<file path="src/rtl/div_sqrt_seq_pkg.sv">
// ----------------------------------------------------------------------------
// div_sqrt_seq_pkg
// Shared definitions for the divide/square-root front-end sequencer:
//   - single-precision field widths (C_OP, C_EXP, C_MANT)
//   - canonical quiet NaN and positive infinity encodings
//   - bit positions of the {NV,DZ,OF,UF,NX} exception flag vector
//   - sequencer FSM state type
//   - operand classification helper used by the special-case logic
// ----------------------------------------------------------------------------
package div_sqrt_seq_pkg;

    localparam int C_OP   = 32;
    localparam int C_EXP  = 8;
    localparam int C_MANT = 23;

    localparam logic [C_OP-1:0] C_QNAN = 32'h7FC0_0000;
    localparam logic [C_OP-1:0] C_PINF = 32'h7F80_0000;

    // Flag vector layout is {NV,DZ,OF,UF,NX}, so NX is the LSB.
    localparam int C_FLAG_NV = 4;
    localparam int C_FLAG_DZ = 3;
    localparam int C_FLAG_OF = 2;
    localparam int C_FLAG_UF = 1;
    localparam int C_FLAG_NX = 0;

    typedef enum logic [2:0] {
        IDLE,
        ISSUE,
        WAIT,
        NORM,
        OUT
    } div_sqrt_seq_state_t;

    typedef struct packed {
        logic is_zero;
        logic is_inf;
        logic is_nan;
        logic is_snan;
    } fp_class_t;

    // A zero exponent counts as zero whatever the fraction holds, so
    // denormal operands behave exactly like signed zeros.
    function automatic fp_class_t classify(input logic [C_EXP-1:0]  exp_field,
                                           input logic [C_MANT-1:0] frac_field);
        fp_class_t c;
        c.is_zero = (exp_field == '0);
        c.is_inf  = (exp_field == '1) && (frac_field == '0);
        c.is_nan  = (exp_field == '1) && (frac_field != '0);
        c.is_snan = c.is_nan && !frac_field[C_MANT-1];
        return c;
    endfunction

endpackage

</file>
<file path="src/rtl/div_sqrt_seq_special.sv">
// ----------------------------------------------------------------------------
// div_sqrt_special
// Combinational classification of the two packed operands and selection of
// the special-case result, so the sequencer can skip the iterative core.
//   operand_a_i  dividend or radicand
//   operand_b_i  divisor (unused for square root)
//   op_div_i     1 = divide, 0 = square root
//   special_o    operation is resolved here without the core
//   result_o     packed special-case result (valid when special_o)
//   flags_o      {NV,DZ,OF,UF,NX} for the special-case result
// ----------------------------------------------------------------------------
module div_sqrt_special
    import div_sqrt_seq_pkg::*;
(
    input  logic [C_OP-1:0] operand_a_i,
    input  logic [C_OP-1:0] operand_b_i,
    input  logic            op_div_i,
    output logic            special_o,
    output logic [C_OP-1:0] result_o,
    output logic [4:0]      flags_o
);

    fp_class_t class_a;
    fp_class_t class_b;
    logic      sign_div;

    assign class_a  = classify(operand_a_i[C_OP-2:C_MANT], operand_a_i[C_MANT-1:0]);
    assign class_b  = classify(operand_b_i[C_OP-2:C_MANT], operand_b_i[C_MANT-1:0]);
    assign sign_div = operand_a_i[C_OP-1] ^ operand_b_i[C_OP-1];

    // Priority chain: NaNs first, then the invalid combinations, then the
    // exact infinity/zero results. Whatever falls through goes to the core.
    always_comb begin
        special_o = 1'b0;
        result_o  = '0;
        flags_o   = '0;
        if (op_div_i) begin
            if (class_a.is_nan || class_b.is_nan) begin
                special_o          = 1'b1;
                result_o           = C_QNAN;
                flags_o[C_FLAG_NV] = class_a.is_snan | class_b.is_snan;
            end else if ((class_a.is_zero && class_b.is_zero) ||
                         (class_a.is_inf  && class_b.is_inf)) begin
                special_o          = 1'b1;
                result_o           = C_QNAN;
                flags_o[C_FLAG_NV] = 1'b1;
            end else if (class_b.is_zero && !class_a.is_inf) begin
                special_o          = 1'b1;
                result_o           = {sign_div, C_PINF[C_OP-2:0]};
                flags_o[C_FLAG_DZ] = 1'b1;
            end else if (class_a.is_inf) begin
                special_o = 1'b1;
                result_o  = {sign_div, C_PINF[C_OP-2:0]};
            end else if (class_b.is_inf || class_a.is_zero) begin
                special_o = 1'b1;
                result_o  = {sign_div, {(C_OP-1){1'b0}}};
            end
        end else begin
            if (class_a.is_nan) begin
                special_o          = 1'b1;
                result_o           = C_QNAN;
                flags_o[C_FLAG_NV] = class_a.is_snan;
            end else if (class_a.is_zero) begin
                special_o = 1'b1;
                result_o  = {operand_a_i[C_OP-1], {(C_OP-1){1'b0}}};
            end else if (operand_a_i[C_OP-1]) begin
                special_o          = 1'b1;
                result_o           = C_QNAN;
                flags_o[C_FLAG_NV] = 1'b1;
            end else if (class_a.is_inf) begin
                special_o = 1'b1;
                result_o  = C_PINF;
            end
        end
    end

endmodule

</file>
<file path="src/rtl/div_sqrt_seq.sv">
// ----------------------------------------------------------------------------
// div_sqrt_seq
// Front-end sequencer and result packer for the iterative divide/sqrt core.
// Upstream side:   Operand_a_DI, Operand_b_DI, Op_div_SI, Valid_SI / Ready_SO
// Downstream side: Result_DO, Flags_DO {NV,DZ,OF,UF,NX}, Valid_SO / Ready_SI
// Core side:       Core_start_SO (+ div/sqrt select), Core_mant_*/Core_exp_*
//                  operands, Core_ready_SI, Core_done_SI, Core_mant_z_DI and
//                  Core_exp_z_DI pre-normalized result.
// Special cases are answered directly; everything else runs through
// IDLE -> ISSUE -> WAIT -> NORM -> OUT.
// ----------------------------------------------------------------------------
module div_sqrt_seq
    import div_sqrt_seq_pkg::*;
(
    input  logic              Clk_CI,
    input  logic              Rst_RI,
    input  logic [C_OP-1:0]   Operand_a_DI,
    input  logic [C_OP-1:0]   Operand_b_DI,
    input  logic              Op_div_SI,
    input  logic              Valid_SI,
    output logic              Ready_SO,
    output logic [C_OP-1:0]   Result_DO,
    output logic [4:0]        Flags_DO,
    output logic              Valid_SO,
    input  logic              Ready_SI,
    output logic              Core_start_SO,
    output logic              Core_div_start_SO,
    output logic              Core_sqrt_start_SO,
    output logic [C_MANT:0]   Core_mant_a_DO,
    output logic [C_MANT:0]   Core_mant_b_DO,
    output logic [C_EXP:0]    Core_exp_a_DO,
    output logic [C_EXP:0]    Core_exp_b_DO,
    input  logic              Core_ready_SI,
    input  logic              Core_done_SI,
    input  logic [C_MANT:0]   Core_mant_z_DI,
    input  logic [C_EXP+1:0]  Core_exp_z_DI
);

    div_sqrt_seq_state_t state_q, state_d;

    logic              op_div_q, op_div_d;
    logic              sign_q,   sign_d;
    logic [C_MANT:0]   mant_a_q, mant_a_d;
    logic [C_MANT:0]   mant_b_q, mant_b_d;
    logic [C_EXP:0]    exp_a_q,  exp_a_d;
    logic [C_EXP:0]    exp_b_q,  exp_b_d;
    logic [C_MANT:0]   mant_z_q, mant_z_d;
    logic [C_EXP+1:0]  exp_z_q,  exp_z_d;
    logic [C_OP-1:0]   result_q, result_d;
    logic [4:0]        flags_q,  flags_d;

    logic              spec_special;
    logic [C_OP-1:0]   spec_result;
    logic [4:0]        spec_flags;

    logic signed [C_EXP+2:0] norm_exp;
    logic [C_MANT:0]         norm_mant;
    logic [C_OP-1:0]         norm_result;
    logic [4:0]              norm_flags;

    // Classification and special-case answers come straight from the live
    // inputs so they can be registered in the same cycle as the accept.
    div_sqrt_special u_special (
        .operand_a_i (Operand_a_DI),
        .operand_b_i (Operand_b_DI),
        .op_div_i    (Op_div_SI),
        .special_o   (spec_special),
        .result_o    (spec_result),
        .flags_o     (spec_flags)
    );

    // Normalize and range-check the captured core result. The core hands
    // back a mantissa that is at most one position short of normalized, so
    // one conditional left shift is enough. The exponent is widened by one
    // bit first so the decrement cannot wrap. Results outside the normal
    // range saturate to infinity or flush to zero.
    always_comb begin
        norm_exp    = {exp_z_q[C_EXP+1], exp_z_q};
        norm_mant   = mant_z_q;
        norm_result = '0;
        norm_flags  = '0;
        if (!mant_z_q[C_MANT]) begin
            norm_mant = {mant_z_q[C_MANT-1:0], 1'b0};
            norm_exp  = norm_exp - 11'sd1;
        end
        if (norm_exp >= 11'sd255) begin
            norm_result           = {sign_q, C_PINF[C_OP-2:0]};
            norm_flags[C_FLAG_OF] = 1'b1;
            norm_flags[C_FLAG_NX] = 1'b1;
        end else if (norm_exp <= 11'sd0) begin
            norm_result           = {sign_q, {(C_OP-1){1'b0}}};
            norm_flags[C_FLAG_UF] = 1'b1;
            norm_flags[C_FLAG_NX] = 1'b1;
        end else begin
            norm_result = {sign_q, norm_exp[C_EXP-1:0], norm_mant[C_MANT-1:0]};
        end
    end

    // Next-state and datapath capture. Every register holds by default;
    // each state only touches what it owns. The core start strobes are
    // raised for the single ISSUE cycle in which the core reports ready,
    // and that same cycle leaves ISSUE, so the pulse can never repeat.
    always_comb begin
        state_d            = state_q;
        op_div_d           = op_div_q;
        sign_d             = sign_q;
        mant_a_d           = mant_a_q;
        mant_b_d           = mant_b_q;
        exp_a_d            = exp_a_q;
        exp_b_d            = exp_b_q;
        mant_z_d           = mant_z_q;
        exp_z_d            = exp_z_q;
        result_d           = result_q;
        flags_d            = flags_q;
        Core_start_SO      = 1'b0;
        Core_div_start_SO  = 1'b0;
        Core_sqrt_start_SO = 1'b0;

        case (state_q)
            IDLE: begin
                if (Valid_SI) begin
                    op_div_d = Op_div_SI;
                    sign_d   = Op_div_SI ? (Operand_a_DI[C_OP-1] ^ Operand_b_DI[C_OP-1])
                                         : Operand_a_DI[C_OP-1];
                    mant_a_d = {1'b1, Operand_a_DI[C_MANT-1:0]};
                    mant_b_d = {1'b1, Operand_b_DI[C_MANT-1:0]};
                    exp_a_d  = {1'b0, Operand_a_DI[C_OP-2:C_MANT]};
                    exp_b_d  = {1'b0, Operand_b_DI[C_OP-2:C_MANT]};
                    if (spec_special) begin
                        result_d = spec_result;
                        flags_d  = spec_flags;
                        state_d  = OUT;
                    end else begin
                        state_d  = ISSUE;
                    end
                end
            end
            ISSUE: begin
                if (Core_ready_SI) begin
                    Core_start_SO      = 1'b1;
                    Core_div_start_SO  = op_div_q;
                    Core_sqrt_start_SO = !op_div_q;
                    state_d            = WAIT;
                end
            end
            WAIT: begin
                if (Core_done_SI) begin
                    mant_z_d = Core_mant_z_DI;
                    exp_z_d  = Core_exp_z_DI;
                    state_d  = NORM;
                end
            end
            NORM: begin
                result_d = norm_result;
                flags_d  = norm_flags;
                state_d  = OUT;
            end
            OUT: begin
                if (Ready_SI) begin
                    state_d = IDLE;
                end
            end
            default: begin
                state_d = IDLE;
            end
        endcase
    end

    // State and datapath registers. Reset drops any operation in flight
    // and clears every operand and result register.
    always_ff @(posedge Clk_CI or posedge Rst_RI) begin
        if (Rst_RI) begin
            state_q  <= IDLE;
            op_div_q <= 1'b0;
            sign_q   <= 1'b0;
            mant_a_q <= '0;
            mant_b_q <= '0;
            exp_a_q  <= '0;
            exp_b_q  <= '0;
            mant_z_q <= '0;
            exp_z_q  <= '0;
            result_q <= '0;
            flags_q  <= '0;
        end else begin
            state_q  <= state_d;
            op_div_q <= op_div_d;
            sign_q   <= sign_d;
            mant_a_q <= mant_a_d;
            mant_b_q <= mant_b_d;
            exp_a_q  <= exp_a_d;
            exp_b_q  <= exp_b_d;
            mant_z_q <= mant_z_d;
            exp_z_q  <= exp_z_d;
            result_q <= result_d;
            flags_q  <= flags_d;
        end
    end

    // Handshake outputs follow the state directly; core operands come from
    // the captured registers so they stay put until the core is done.
    assign Ready_SO       = (state_q == IDLE);
    assign Valid_SO       = (state_q == OUT);
    assign Result_DO      = result_q;
    assign Flags_DO       = flags_q;
    assign Core_mant_a_DO = mant_a_q;
    assign Core_mant_b_DO = mant_b_q;
    assign Core_exp_a_DO  = exp_a_q;
    assign Core_exp_b_DO  = exp_b_q;

endmodule

</file>
<file path="config.mk">
export PLATFORM = sky130hd
export DESIGN_NAME = div_sqrt_seq
export DESIGN_NICKNAME = d
export VERILOG_FILES = /design/src/rtl/div_sqrt_seq_pkg.sv /design/src/rtl/div_sqrt_seq_special.sv /design/src/rtl/div_sqrt_seq.sv
export SDC_FILE = /design/constraint.sdc
export NUM_CORES = 1
export LEC_CHECK = 0
export CORE_ASPECT_RATIO = 0.8
export CORE_UTILIZATION = 48
export CTS_BUF_LIST = sky130_fd_sc_hd__clkbuf_16
export DETAILED_ROUTE_END_ITERATION = 7
export PLACE_DENSITY = 0.84
export SYNTH_ARGS = -nofsm -noshare
export SYNTH_HDL_FRONTEND = slang
export SYNTH_HIERARCHICAL = 1
export SYNTH_SLANG_ARGS = --single-unit
export TNS_END_PERCENT = 10
</file>
<file path="constraint.sdc">
create_clock -name Clk_CI -period 6.7 [get_ports Clk_CI]
set_input_delay 1.34 -clock Clk_CI [delete_from_list [all_inputs] [get_ports Clk_CI]]
set_output_delay 1.34 -clock Clk_CI [all_outputs]
set_load 0.01 [all_outputs]
</file>
After elaboration in Yosys (flattened, before gate mapping):

Index checks and enable logic that the tools add are counted.

* output and inout port bits: 108
* word-level logic and storage cells: 112
* flip-flop bits (word level): 140
* input port bits: 105

* reductions and logical operators: 28
* $add $sub $neg: 1
* bitwise logic cells: 2
* order comparisons: 2
* eq/ne operators: 11
* muxes and demuxes: 57

Operators with widths (count)
* 2-to-1 mux 32 bit: 11
* 2-to-1 mux 31 bit: 3
* one-hot mux 32 bit (2 select lines): 1
* logical NOT 23 bit: 2
* nonzero test 23 bit: 2
* 2-to-1 mux 1 bit: 30
* 2-to-1 mux 23 bit: 1
* equality test 8 bit, second input constant: 2
* logical NOT 8 bit: 2
* 2-to-1 mux 3 bit: 5
* one-hot mux 3 bit (5 select lines): 1
* >= comparator 11 x 9 -> 1 bit, second input constant: 1
* less-or-equal comparator 11 x 1 -> 1 bit, second input constant: 1
* 2-to-1 mux 11 bit: 1
* subtractor 10 x 2 -> 11 bit, second input constant: 1
* 2-to-1 mux 5 bit: 2
* one-hot mux 5 bit (2 select lines): 1
* logical AND 1 bit: 9
* equality test 3 x 2 -> 1 bit, second input constant: 2
* != test 2 bit, second input constant: 3
* logical NOT 1 bit: 4
* != test 2 x 1 -> 1 bit, second input constant: 2
* AND reduction 2 bit: 2
* AND reduction 4 bit: 1
* other kinds (9): 11

Logic depth before layout (Yosys ltp):

* depth after elaboration: 12
* depth in mapped cells: 10
* depth with buffers taken out: 9

Cells and area by module:

Netlist, hierarchy kept.

By module, submodules not included
* div_sqrt_seq: instances 1, cells each 564, area each 6655.1 um2
* div_sqrt_special: instances 1, cells each 92, area each 634.4 um2

Worst setup path after synthesis:

OpenSTA, ideal clock, no wires.

* kind: input to register
* from: input Operand_b_DI[28]
* to: register result_q[17], in the netlist Result_DO[17]
* stages on the path: 10
* required time: 6.562 ns
* setup time: 0.138 ns
* slack: 2.937 ns
* data arrival time: 3.625 ns
* path through: or4_1 > nor2_1 > nor3_1 > o21ai_0 > nand4bb_1 > a21oi_1 > clkbuf_1 > nand2_1 > o21ai_0 > o31ai_4

* cells in the longest elaborated chain, start to end: 11
* elaborated cells between the ends (all ways): 25

RTL lines
* start: declaration: line div_sqrt_seq.sv:18 `input logic [C_OP-1:0] Operand_b_DI,`
* equality test 8 bit: line div_sqrt_seq_pkg.sv:47, div_sqrt_seq_pkg.sv:48
* logical AND 1 bit: line div_sqrt_seq_pkg.sv:47 `c.is_inf = (exp_field == '1) && (frac_field == '0);`
* logical OR 1 bit: line div_sqrt_seq_special.sv:54 `end else if (class_b.is_inf || class_a.is_zero) begin`
* 2-to-1 mux 1 bit: line div_sqrt_seq_special.sv:54
* 2-to-1 mux 1 bit: line div_sqrt_seq_special.sv:51 `end else if (class_a.is_inf) begin`
* 2-to-1 mux 1 bit: line div_sqrt_seq_special.sv:47 `end else if (class_b.is_zero && !class_a.is_inf) begin`
* 2-to-1 mux 1 bit: line div_sqrt_seq_special.sv:42 `end else if ((class_a.is_zero && class_b.is_zero) ||`
* 2-to-1 mux 1 bit *: line div_sqrt_seq_special.sv:38 `if (class_a.is_nan || class_b.is_nan) begin`
* 2-to-1 mux 1 bit *: line div_sqrt_seq_special.sv:37 `if (op_div_i) begin`
* named net spec_special: line div_sqrt_seq.sv:52 `logic spec_special;`
* != test 2 x 1 -> 1 bit (no line) *
* AND reduction 3 bit (no line) *
* end signal: assignment: line div_sqrt_seq.sv:194 `result_q <= result_d;`
* end: declaration: line div_sqrt_seq.sv:49 `logic [C_OP-1:0] result_q, result_d;`

The timed path passes the listed nets; every way through them passes the cells marked *. The select of a mux whose other input is x is not followed.
A chain may end at the register's enable or synchronous reset.

Final worst setup path:

* from: input Core_ready_SI
* to: output Core_sqrt_start_SO

* cells in the longest elaborated chain, start to end: 2

RTL lines
* start: declaration: line div_sqrt_seq.sv:33 `input logic Core_ready_SI,`
* 2-to-1 mux 1 bit: line div_sqrt_seq.sv:139 `if (Core_ready_SI) begin`
* 2-to-1 mux 1 bit: line div_sqrt_seq.sv:119 `case (state_q)`
* end: declaration: line div_sqrt_seq.sv:28 `output logic Core_sqrt_start_SO,`

Every way passes these cells.

==> impl_metrics.toml <==
[final_layout]
final_design_area_no_fill_sq_mm = 0.00992
final_cells = 1036
antenna_cells = 0
syn2layout_area_growth_pct = 36.1
final_layout_size_suffix_gt1_share_pct = 22.9
nNetsFinal = 945
fill_cells = 1096

[timing]
finalCritPeriodShare_pct = 64.9
setup_violations = 0
fin_setup_tns_ns = 0
relSlewSlack_pct = 31.3
worst_pin_slew_ns = 1.03
finClkSkew_ns = 0.00799
fmax_mhz = 230
hold_viol = 0
rsz0062_at_grt = "false"
report.final.slew_viol_count = 0
post-route-min-period_ns = 4.35

[synthesis]
ys.warnings.count = 6
synth_simple_gate_area_share_pct = 13.9
ys_types = 67
yosys.area_share.adder_pct = 0.172
synth.area.mux_share_pct = 18.3
syn-mean-instance-area_sq_um = 11.1
synthTopCellsByArea = "dfrtp_1 (48%), mux2_2 (18%), nand2_1 (5.0%)"
synth_compound_area_share_pct = 11.6
synth.largest_area_cell = "dfrtp_1"
synth_edf_count = 0
async_reset_ff_share_pct = 100
synth_top_family_by_area = "multiplexers"
ys_ff_latch = 139
synth_xor_xnor_area_share_pct = 1.08
ys_seq_area_share_pct = 47.7
synth_top_area_share_pct = 47.7
synth_cells = 656
netlist_area_sq_mm = 0.00729
synthFlopType = "dfrtp_1"

[global_routing]
grt_pass1_wl_mm = 28.9
grt_max_degree = 91
grt.total_usage_pct = 23.7
grt_remaining_overflow = 0
busiest_layer = "met2"
use_met1_pct = 32.2
grt_pass1_vias = 5509
use_met2_pct = 37.7
met3_usage_pct = 5.38
antenna_found_initial = 0

[cts]
cts_buffers = 17
cts_tree = "yes"
cts.sinks = 139
clk-insertion-delay-late_ns = 0.43
post_cts_buffers = 0
hold_buffers = 0
root_buffer = "clkbuf_16"
path_clk_slew_ns = 0.06
htree_levels = 4
clock_path_buffers = 2
cts_repair_resize_count = 0

[setup_path]
critPathArrivalTime_ns = 3.01
critPathLaunch = "Core_ready_SI"
r2r-end = "Result_DO[20]$_DFFE_PP0P_"
critPathSlowestCell = "clkdlybuf4s50_1"
cp-end-kind = "output pin"
cp.required_ns = 5.36
cp-start-kind = "input pin"
cp.depth = 4
cpPeakStageDelay_ns = 0.54
cpMostUsedCell = "clkdlybuf4s50_1"
rrSetupSlack_ns = 3.73
path_buf_inv = 2
path_class = "input pin to output pin"
cp_top_family = "buffers and inverters"
r2r_cells = 7
crit_chain = "clkdlybuf4s50_1 > nor4bb_1 > nor2b_1 > clkdlybuf4s50_1"
endpoint = "Core_sqrt_start_SO"
crit_fanout = 3
reg2reg_from = "exp_z_q[0]$_DFFE_PP0P_"

[drt]
drt_pass1_iterations = 5
ant_nets = 0
initialDrtViolationCount = 404
vias = 5642
routedWlPerCell_um = 17.2
drcViolationCount = 0
wl_mm = 17.8
via_per_inst = 5.45

[floorplanning]
coreArea_sq_mm = 0.0145
die_y_um = 112
boundaryPins = 213
dieArea_sq_mm = 0.0157
start_util_pct = 50.1
placementRows = 39
die_w_um = 140

[outcome]
outcome = "finished, final reports clean"

[worst_hold_path]
hold_path_class = "register to register"

[pwr]
switching_power_uw = 1570
p_int_uw = 3100
clock_power_share_pct = 21.2
p_sw_share_pct = 33.7
vdd_ir_drop_max_v = 0.000278
powerDensity_mw_per_mm2 = 471
p_leak_uw = 0.00398
power_frac_comb_pct = 44.8
p_seq_share_pct = 34.0

[placement]
hpwlAfterDp_mm = 12.4
gp_congestion = 0.864
place_area_sq_mm = 0.00930
dp.cells = 1004
port_buffers = 210

[job]
drv_cap = 0
cell families after synthesis:
logic type | after synthesis
compound gates | 108
xor+xnor | 9
fa+ha+maj | 1
buf+inv | 84
flops | 139
mux | 119
other cells | 2
simple gates | 194
routing by layer:
layer,wire [um],vias to the layer above
met5,0,-
met4,323,0
met3,906,27
met2,8530,176
met1,8060,2762
li1,-,2677
power by group through the flow:
| stage | registers, uW | logic [uW] | clock network (uW) |
|---|---|---|---|
| finish | 1590 | 2100 | 990 |
| CTS | 1590 | 2120 | 1000 |
| global route | 1650 | 2260 | 1040 |
| global placement | 1580 | 2060 | 0 |
| detailed placement | 1600 | 2100 | 0 |
| floorplan | 1610 | 1160 | 0 |
placed cells by master, fill, tap and decap left out, types with 3 or more instances in the layout:
cell type,instances
nor2_1,18
clkdlybuf4s50_1,210
nand4_1,7
nor4_1,14
clkinv_4,5
xnor2_1,6
buf_4,7
nand3b_1,4
xor2_1,3
nor2b_1,5
mux2_2,117
bufinv_16,4
nand2_1,98
a21oi_1,12
dfrtp_1,139
inv_1,5
o31ai_1,6
clkbuf_16,17
conb_1,27
or4_1,5
or4_4,3
o21ai_0,31
nor3_1,6
nand3_1,8
o31ai_2,19
clkinvlp_4,3
nor3b_1,4
a21o_1,5
a221oi_1,7
a31oi_1,3
final cells by class:
type | instances | area [sq um] | area share (%)
clock inverter | 15 | 200 | 2.02
sequential | 139 | 3480 | 35.0
inverter | 6 | 27.5 | 0.277
clock buffer | 17 | 425 | 4.29
multi-input combinational | 458 | 3410 | 34.3
tap | 184 | 230 | 2.32
timing repair buffer | 217 | 2150 | 21.7
flip-flops by register name (all words and copies together) (netlist names):
| signal | flops |
|---|---|
| Result_DO | 32 |
| Core_mant_a_DO | 24 |
| mant_z_q | 24 |
| Core_mant_b_DO | 23 |
| exp_z_q | 10 |
| Core_exp_a_DO | 8 |
| Core_exp_b_DO | 8 |
| Flags_DO | 5 |
| state_q | 3 |
| op_div_q | 1 |
| sign_q | 1 |
synth_stat cells, drive strengths merged, types with 3 or more instances:
cell type / n
nor4: 16
mux2: 117
a21oi: 13
or4: 8
nor2: 18
a221oi: 7
o21ai: 32
nor3: 9
nor3b: 6
clkbuf: 20
buf: 58
o31ai: 26
nand4: 7
a21o: 5
nand3: 8
a31oi: 3
and2: 3
inv: 6
nand2: 98
nand3b: 4
dfrtp: 139
xor2: 3
xnor2: 6
nor2b: 5
worst min-delay path by stage:
| stage | end | cells past startpoint | startpoint |
|---|---|---|---|
| finish | Result_DO[25]$_DFFE_PP0P_ | 1 | Result_DO[25]$_DFFE_PP0P_ |
| global route | Result_DO[27]$_DFFE_PP0P_ | 1 | Result_DO[27]$_DFFE_PP0P_ |
| CTS | Result_DO[25]$_DFFE_PP0P_ | 1 | Result_DO[25]$_DFFE_PP0P_ |
| detailed placement | Result_DO[25]$_DFFE_PP0P_ | 1 | Result_DO[25]$_DFFE_PP0P_ |
| global placement | Result_DO[28]$_DFFE_PP0P_ | 1 | Result_DO[28]$_DFFE_PP0P_ |
| floorplan | mant_z_q[22]$_DFFE_PP0P_ | 1 | mant_z_q[22]$_DFFE_PP0P_ |
stage by stage:
| stage | total power, uW | setup WS [ns] | hold slack [ns] | utilization (%) |
|---|---|---|---|---|
| 2_1_floorplan | 2780 | 1.64 | 0.475 | - |
| 3_3_place_gp | 3640 | 2.20 | 0.466 | 63.9 |
| 3_5_place_dp | 3700 | 2.05 | 0.472 | 63.9 |
| 4_1_cts | 4710 | 2.34 | 0.485 | 68.2 |
| 5_1_grt | 4950 | 2.21 | 0.500 | 68.2 |
| 6_report | 4680 | 2.35 | 0.483 | 68.2 |
Note: power is estimated with default switching activity, not from simulation.
